## src/rtl/jk_ff_pkg.sv

```systemverilog
// Shared types for the jk_ff_bank flip-flop array.
// Optional build macro: JKFF_TOGGLE_CNT_EN (per-channel transition counters).
package jk_ff_pkg;

  typedef enum logic [1:0] {
    MODE_JK = 2'b00,
    MODE_SR = 2'b01,
    MODE_D  = 2'b10,
    MODE_T  = 2'b11
  } ff_mode_t;

  localparam ff_mode_t MODE_RESET = MODE_JK;

endpackage

```

## src/rtl/jk_ff_bank_ff_cell.sv

```systemverilog
// One flip-flop channel: four-mode next-state mux, q flop, illegal-SR strobe.
// Transition counter is built only when JKFF_TOGGLE_CNT_EN is defined.
module ff_cell
  import jk_ff_pkg::*;
#(
  parameter int   CNT_W     = 8,
  parameter logic RESET_BIT = 1'b0
) (
  input  logic             clk,
  input  logic             reset,
  input  logic             en,
  input  ff_mode_t         mode,
  input  logic             a,
  input  logic             b,
  input  logic             cnt_clr,
  output logic             q,
  output logic             ill,
  output logic [CNT_W-1:0] cnt
);

  logic q_nxt;

  always_comb begin
    q_nxt = q;
    ill   = 1'b0;
    if (en) begin
      unique case (mode)
        MODE_JK: begin
          unique case ({a, b})
            2'b01:   q_nxt = 1'b0;
            2'b10:   q_nxt = 1'b1;
            2'b11:   q_nxt = ~q;
            default: q_nxt = q;
          endcase
        end
        MODE_SR: begin
          unique case ({a, b})
            2'b01:   q_nxt = 1'b0;
            2'b10:   q_nxt = 1'b1;
            2'b11:   ill   = 1'b1;
            default: q_nxt = q;
          endcase
        end
        MODE_D:  q_nxt = a;
        MODE_T:  q_nxt = q ^ a;
        default: q_nxt = q;
      endcase
    end
  end

  always_ff @(posedge clk or negedge reset) begin
    if (!reset) begin
      q <= RESET_BIT;
    end else begin
      q <= q_nxt;
    end
  end

`ifdef JKFF_TOGGLE_CNT_EN
  // Clear beats increment; saturate instead of wrapping.
  always_ff @(posedge clk or negedge reset) begin
    if (!reset) begin
      cnt <= '0;
    end else if (cnt_clr) begin
      cnt <= '0;
    end else if ((q_nxt != q) && !(&cnt)) begin
      cnt <= cnt + 1'b1;
    end
  end
`else
  logic unused_cnt_clr;
  assign unused_cnt_clr = cnt_clr;
  assign cnt = '0;
`endif

endmodule

```

## src/rtl/jk_ff_bank.sv

```systemverilog
// Bank of WIDTH mode-selectable flip-flops with sticky illegal-SR flag.
// Optional build macro: JKFF_TOGGLE_CNT_EN (per-channel transition counters).
module jk_ff_bank
  import jk_ff_pkg::*;
#(
  parameter int               WIDTH   = 8,
  parameter int               CNT_W   = 8,
  parameter logic [WIDTH-1:0] RESET_Q = '0
) (
  input  logic                   clk,
  input  logic                   reset,
  input  logic                   en,
  input  logic                   mode_wr,
  input  logic [1:0]             mode_in,
  input  logic [WIDTH-1:0]       a,
  input  logic [WIDTH-1:0]       b,
  input  logic                   err_clr,
  input  logic                   cnt_clr,
  output logic [WIDTH-1:0]       q,
  output logic [WIDTH-1:0]       qb,
  output logic [1:0]             mode,
  output logic                   sr_err,
  output logic [WIDTH*CNT_W-1:0] toggle_cnt
);

  ff_mode_t         mode_q;
  logic [WIDTH-1:0] ill;

  // Cells see the registered mode, so a write lands one edge later.
  always_ff @(posedge clk or negedge reset) begin
    if (!reset) begin
      mode_q <= MODE_RESET;
    end else if (mode_wr) begin
      mode_q <= ff_mode_t'(mode_in);
    end
  end

  always_ff @(posedge clk or negedge reset) begin
    if (!reset) begin
      sr_err <= 1'b0;
    end else if (|ill) begin
      sr_err <= 1'b1;
    end else if (err_clr) begin
      sr_err <= 1'b0;
    end
  end

  for (genvar i = 0; i < WIDTH; i++) begin : g_cell
    ff_cell #(
      .CNT_W     (CNT_W),
      .RESET_BIT (RESET_Q[i])
    ) u_cell (
      .clk     (clk),
      .reset   (reset),
      .en      (en),
      .mode    (mode_q),
      .a       (a[i]),
      .b       (b[i]),
      .cnt_clr (cnt_clr),
      .q       (q[i]),
      .ill     (ill[i]),
      .cnt     (toggle_cnt[i*CNT_W +: CNT_W])
    );
  end

  assign qb   = ~q;
  assign mode = mode_q;

endmodule

```

## config.mk

```make
export PLATFORM = sky130hd
export DESIGN_NAME = jk_ff_bank
export DESIGN_NICKNAME = d
export VERILOG_FILES = /design/src/rtl/jk_ff_pkg.sv /design/src/rtl/jk_ff_bank_ff_cell.sv /design/src/rtl/jk_ff_bank.sv
export SDC_FILE = /design/constraint.sdc
export NUM_CORES = 1
export LEC_CHECK = 0
export ABC_AREA = 0
export CORE_AREA = 2 2 67 69
export DETAILED_ROUTE_END_ITERATION = 8
export DIE_AREA = 0 0 69 71
export DONT_BUFFER_PORTS = 1
export GPL_ROUTABILITY_DRIVEN = 0
export GPL_TIMING_DRIVEN = 0
export PLACE_DENSITY = 0.61
export SYNTH_ARGS = -nofsm -noshare
export SYNTH_HDL_FRONTEND = slang
export SYNTH_SLANG_ARGS = --single-unit
```

## constraint.sdc

```tcl
create_clock -name clk -period 2.1 [get_ports clk]
set_clock_uncertainty 0.05 [all_clocks]
set_input_delay 0.525 -clock clk [delete_from_list [all_inputs] [get_ports clk]]
set_output_delay 0.525 -clock clk [all_outputs]
set_load 0.005 [all_outputs]
```

==> impl_metrics.env <==
export IMPL_async_flop_share=1.00
export IMPL_ios=107
export IMPL_cts_tree="done"
export IMPL_clockBufferDepth=2
export IMPL_cts_htree_levels=1
export IMPL_grt_overflow_total=0
export IMPL_relSlewSlack=0.612
export IMPL_clk_pin_slew_ns=0.05
export IMPL_worstSkewPairLatency_ns=0.24
export IMPL_root_buffer="clkbuf_8"
export IMPL_min_period_over_period=0.742
export IMPL_fin_tns_setup_ns=0
export IMPL_path_delay_family="flip-flops"
export IMPL_max_freq_mhz=642
export IMPL_dieHeight_microns=71
export IMPL_hp_start="err_clr"
export IMPL_n_fill_cell=426
export IMPL_drtAntennaViolNets=0
export IMPL_layout_min_cycle_time_ns=1.56
export IMPL_drt_pass1_iterations=4
export IMPL_synth_warnings=0
export IMPL_grt_start_max_net_pins=12
export IMPL_synth_most_common_cell="buf_4"
export IMPL_peakVddDrop_uv=220
export IMPL_crit_chain="buf_6, nand2b_4, o311ai_2, mux2_2"
export IMPL_syn_to_final_growth_pct=19.4
export IMPL_cp_startpoint="mode[1]"
export IMPL_cp_num_cells=4
export IMPL_numPortBuffers=0
export IMPL_end_kind="flip-flop"
export IMPL_worstPathRequired_ns=2.18
export IMPL_grt_pass1_vias=1135
export IMPL_rr_startpoint="mode[1]"
export IMPL_synth_seq_cells=11
export IMPL_p_per_area_mw_per_mm2=490
export IMPL_ff_latch_area_sq_um=275
export IMPL_ys_seq_area_frac=0.150
export IMPL_final_core_util=0.523
export IMPL_holdPathStages=1
export IMPL_grt_pass1_wl_microns=5310
export IMPL_cts_sinks=11
export IMPL_num_antenna_cells=0
export IMPL_coreArea_sq_mm=0.00420
export IMPL_yosys_top_cells_count="buf_4, inv_1, ha_1"
export IMPL_rr_worst_depth=4
export IMPL_start_util=0.438
export IMPL_crit_slowest_cell="dfrtp_1"
export IMPL_layout_drive_gt1_share=0.341
export IMPL_yosys_top_cells_area="buf_4, dfrtp_1, ha_1"
export IMPL_leakagePower_nw=1.26
export IMPL_arrival_ns=1.64
export IMPL_status="completed"
export IMPL_antenna_found_initial=0
export IMPL_final_cell_area_sq_mm=0.00220
export IMPL_maxCapViolCount=0
export IMPL_drt_iter0_markers=81
export IMPL_via_per_inst=4.07
export IMPL_crit_buf_inv=1
export IMPL_finalHoldViolCount=0
export IMPL_drt_total_wl_microns=3390
export IMPL_multiInputGateArea_sq_mm=0.00112
export IMPL_tightest_slew_ns=0.580
export IMPL_dpl_cell_area_sq_mm=0.00214
export IMPL_synthCells=211
export IMPL_post_dp_hpwl_microns=2770
export IMPL_yosysUniqueCellTypes=29
export IMPL_gr_usage_all_layers=0.134
export IMPL_power_mw=1.08
export IMPL_hold_path_class="in2reg"
export IMPL_setup_viol=0
export IMPL_synth_top_cell_by_area="buf_4"
export IMPL_finish_net_count=325
export IMPL_synthFlopType="dfrtp_1"
export IMPL_post_drt_wl_per_cell_microns=10.2
export IMPL_syn_avg_cell_area_sq_um=8.72
export IMPL_synth_edf_count=0
export IMPL_fin_cells=331
export IMPL_die_w_microns=69
export IMPL_numCtsBuffers=3
export IMPL_path_class="reg2reg"
export IMPL_num_vias=1347
export IMPL_num_rows=24
export IMPL_slowest_delay_ns=0.41
export IMPL_drc_errors=0
export IMPL_die_area_sq_mm=0.00490
export IMPL_start_kind="flip-flop"
export IMPL_rsz0062_at_grt="no"
export IMPL_synth_area_sq_mm=0.00184
export IMPL_slew_violations=0
export IMPL_yosys_area_top_type_share=0.294
export IMPL_place_inst=326
export IMPL_path_max_fanout=9
cells by family after synthesis:
| logic type | count (synthesis) | share of synthesized area |
|---|---|---|
| AOI/OAI and AO/OA | 31 | 0.156 |
| xor gates and xnor gates | 3 | 0.0143 |
| adders and majority gates | 21 | 0.143 |
| buffers and inverters | 102 | 0.373 |
| DFF | 11 | 0.150 |
| muxes | 10 | 0.0612 |
| other | 1 | 0.00204 |
| and+or+nand+nor | 32 | 0.102 |
worst register-to-register path, delay by kind of cell (launching register included):
family | cells | cell delay (ns)
buffers and inverters | 1 | 0.16
AO/OA/AOI/OAI | 1 | 0.26
flip-flops | 1 | 0.41
multiplexers | 1 | 0.36
AND/OR/NAND/NOR | 1 | 0.21
routing by layer:
| layer | up-vias | global-route usage | share of wire |
|---|---|---|---|
| met2 | 59 | 0.237 | 0.48 |
| met5 | - | 0 | 0 |
| met3 | 4 | 0.0370 | 0.10 |
| met1 | 580 | 0.155 | 0.40 |
| met4 | 0 | 0.0523 | 0.013 |
| li1 | 704 | - | - |
stage by stage:
stage	hold slack, ns	worst slack [ns]
floorplan	0.179	0.573
global placement	0.180	0.523
detailed placement	0.180	0.527
CTS	0.338	0.539
global route	0.341	0.454
finish	0.333	0.542
path summary, 6_finish.rpt:
check / slack, ns / endpoint
worst min-delay path: 0.33 / sr_err
worst min register to register: 0.51 / sr_err
worst max register to register: 0.54 / g_cell[2].u_cell.q
max in group asynchronous: 0.95 / g_cell[6].u_cell.q
min in group asynchronous: 0.67 / g_cell[5].u_cell.q
worst max-delay path: 0.54 / g_cell[2].u_cell.q
final cells by class:
cell class                 count  share of cell area
buffer                        78               0.271
clock buffer                   4              0.0205
inverter                      24              0.0410
multi-input combinational    161               0.508
sequential                    11               0.125
tap                           52              0.0296
timing repair buffer           1             0.00456
placed cells by master, fill, tap and decap left out:
cell type / instances
xnor2_1: 3
a221oi_1: 1
inv_1: 24
a21oi_1: 4
clkbuf_8: 3
nand2b_4: 1
nand3b_1: 11
buf_6: 4
dlygate4sd3_1: 1
ha_1: 21
mux2_2: 5
o311ai_2: 7
buf_2: 2
dfrtp_1: 11
a311o_1: 1
nor2_4: 1
conb_1: 64
nand2_1: 5
nor2_1: 10
nor3_1: 1
a211oi_1: 3
buf_4: 72
o21ai_1: 1
nor4_1: 1
mux2_1: 5
nand4_1: 1
o211a_1: 4
o21ai_0: 1
nand2b_1: 1
clkbuf_1: 1
o22ai_1: 5
a22oi_1: 4
what timing repair did:
action                    4_1_cts  5_1_grt
hold endpoints to repair       11        0
hold buffers                    1        0
resized for setup               0        0
buffers inserted                0        0
flip-flops by register name, summed over array words and instances (netlist names):
register,count
g_cell.u_cell.q,8
mode,2
sr_err,1
report_power, final:
| part | switching, mW | internal (mW) |
|---|---|---|
| clock | 0.0862 | 0.134 |
| sequential | 0.0746 | 0.269 |
| combinational | 0.224 | 0.289 |
Note: power is estimated with default switching activity, not from simulation.
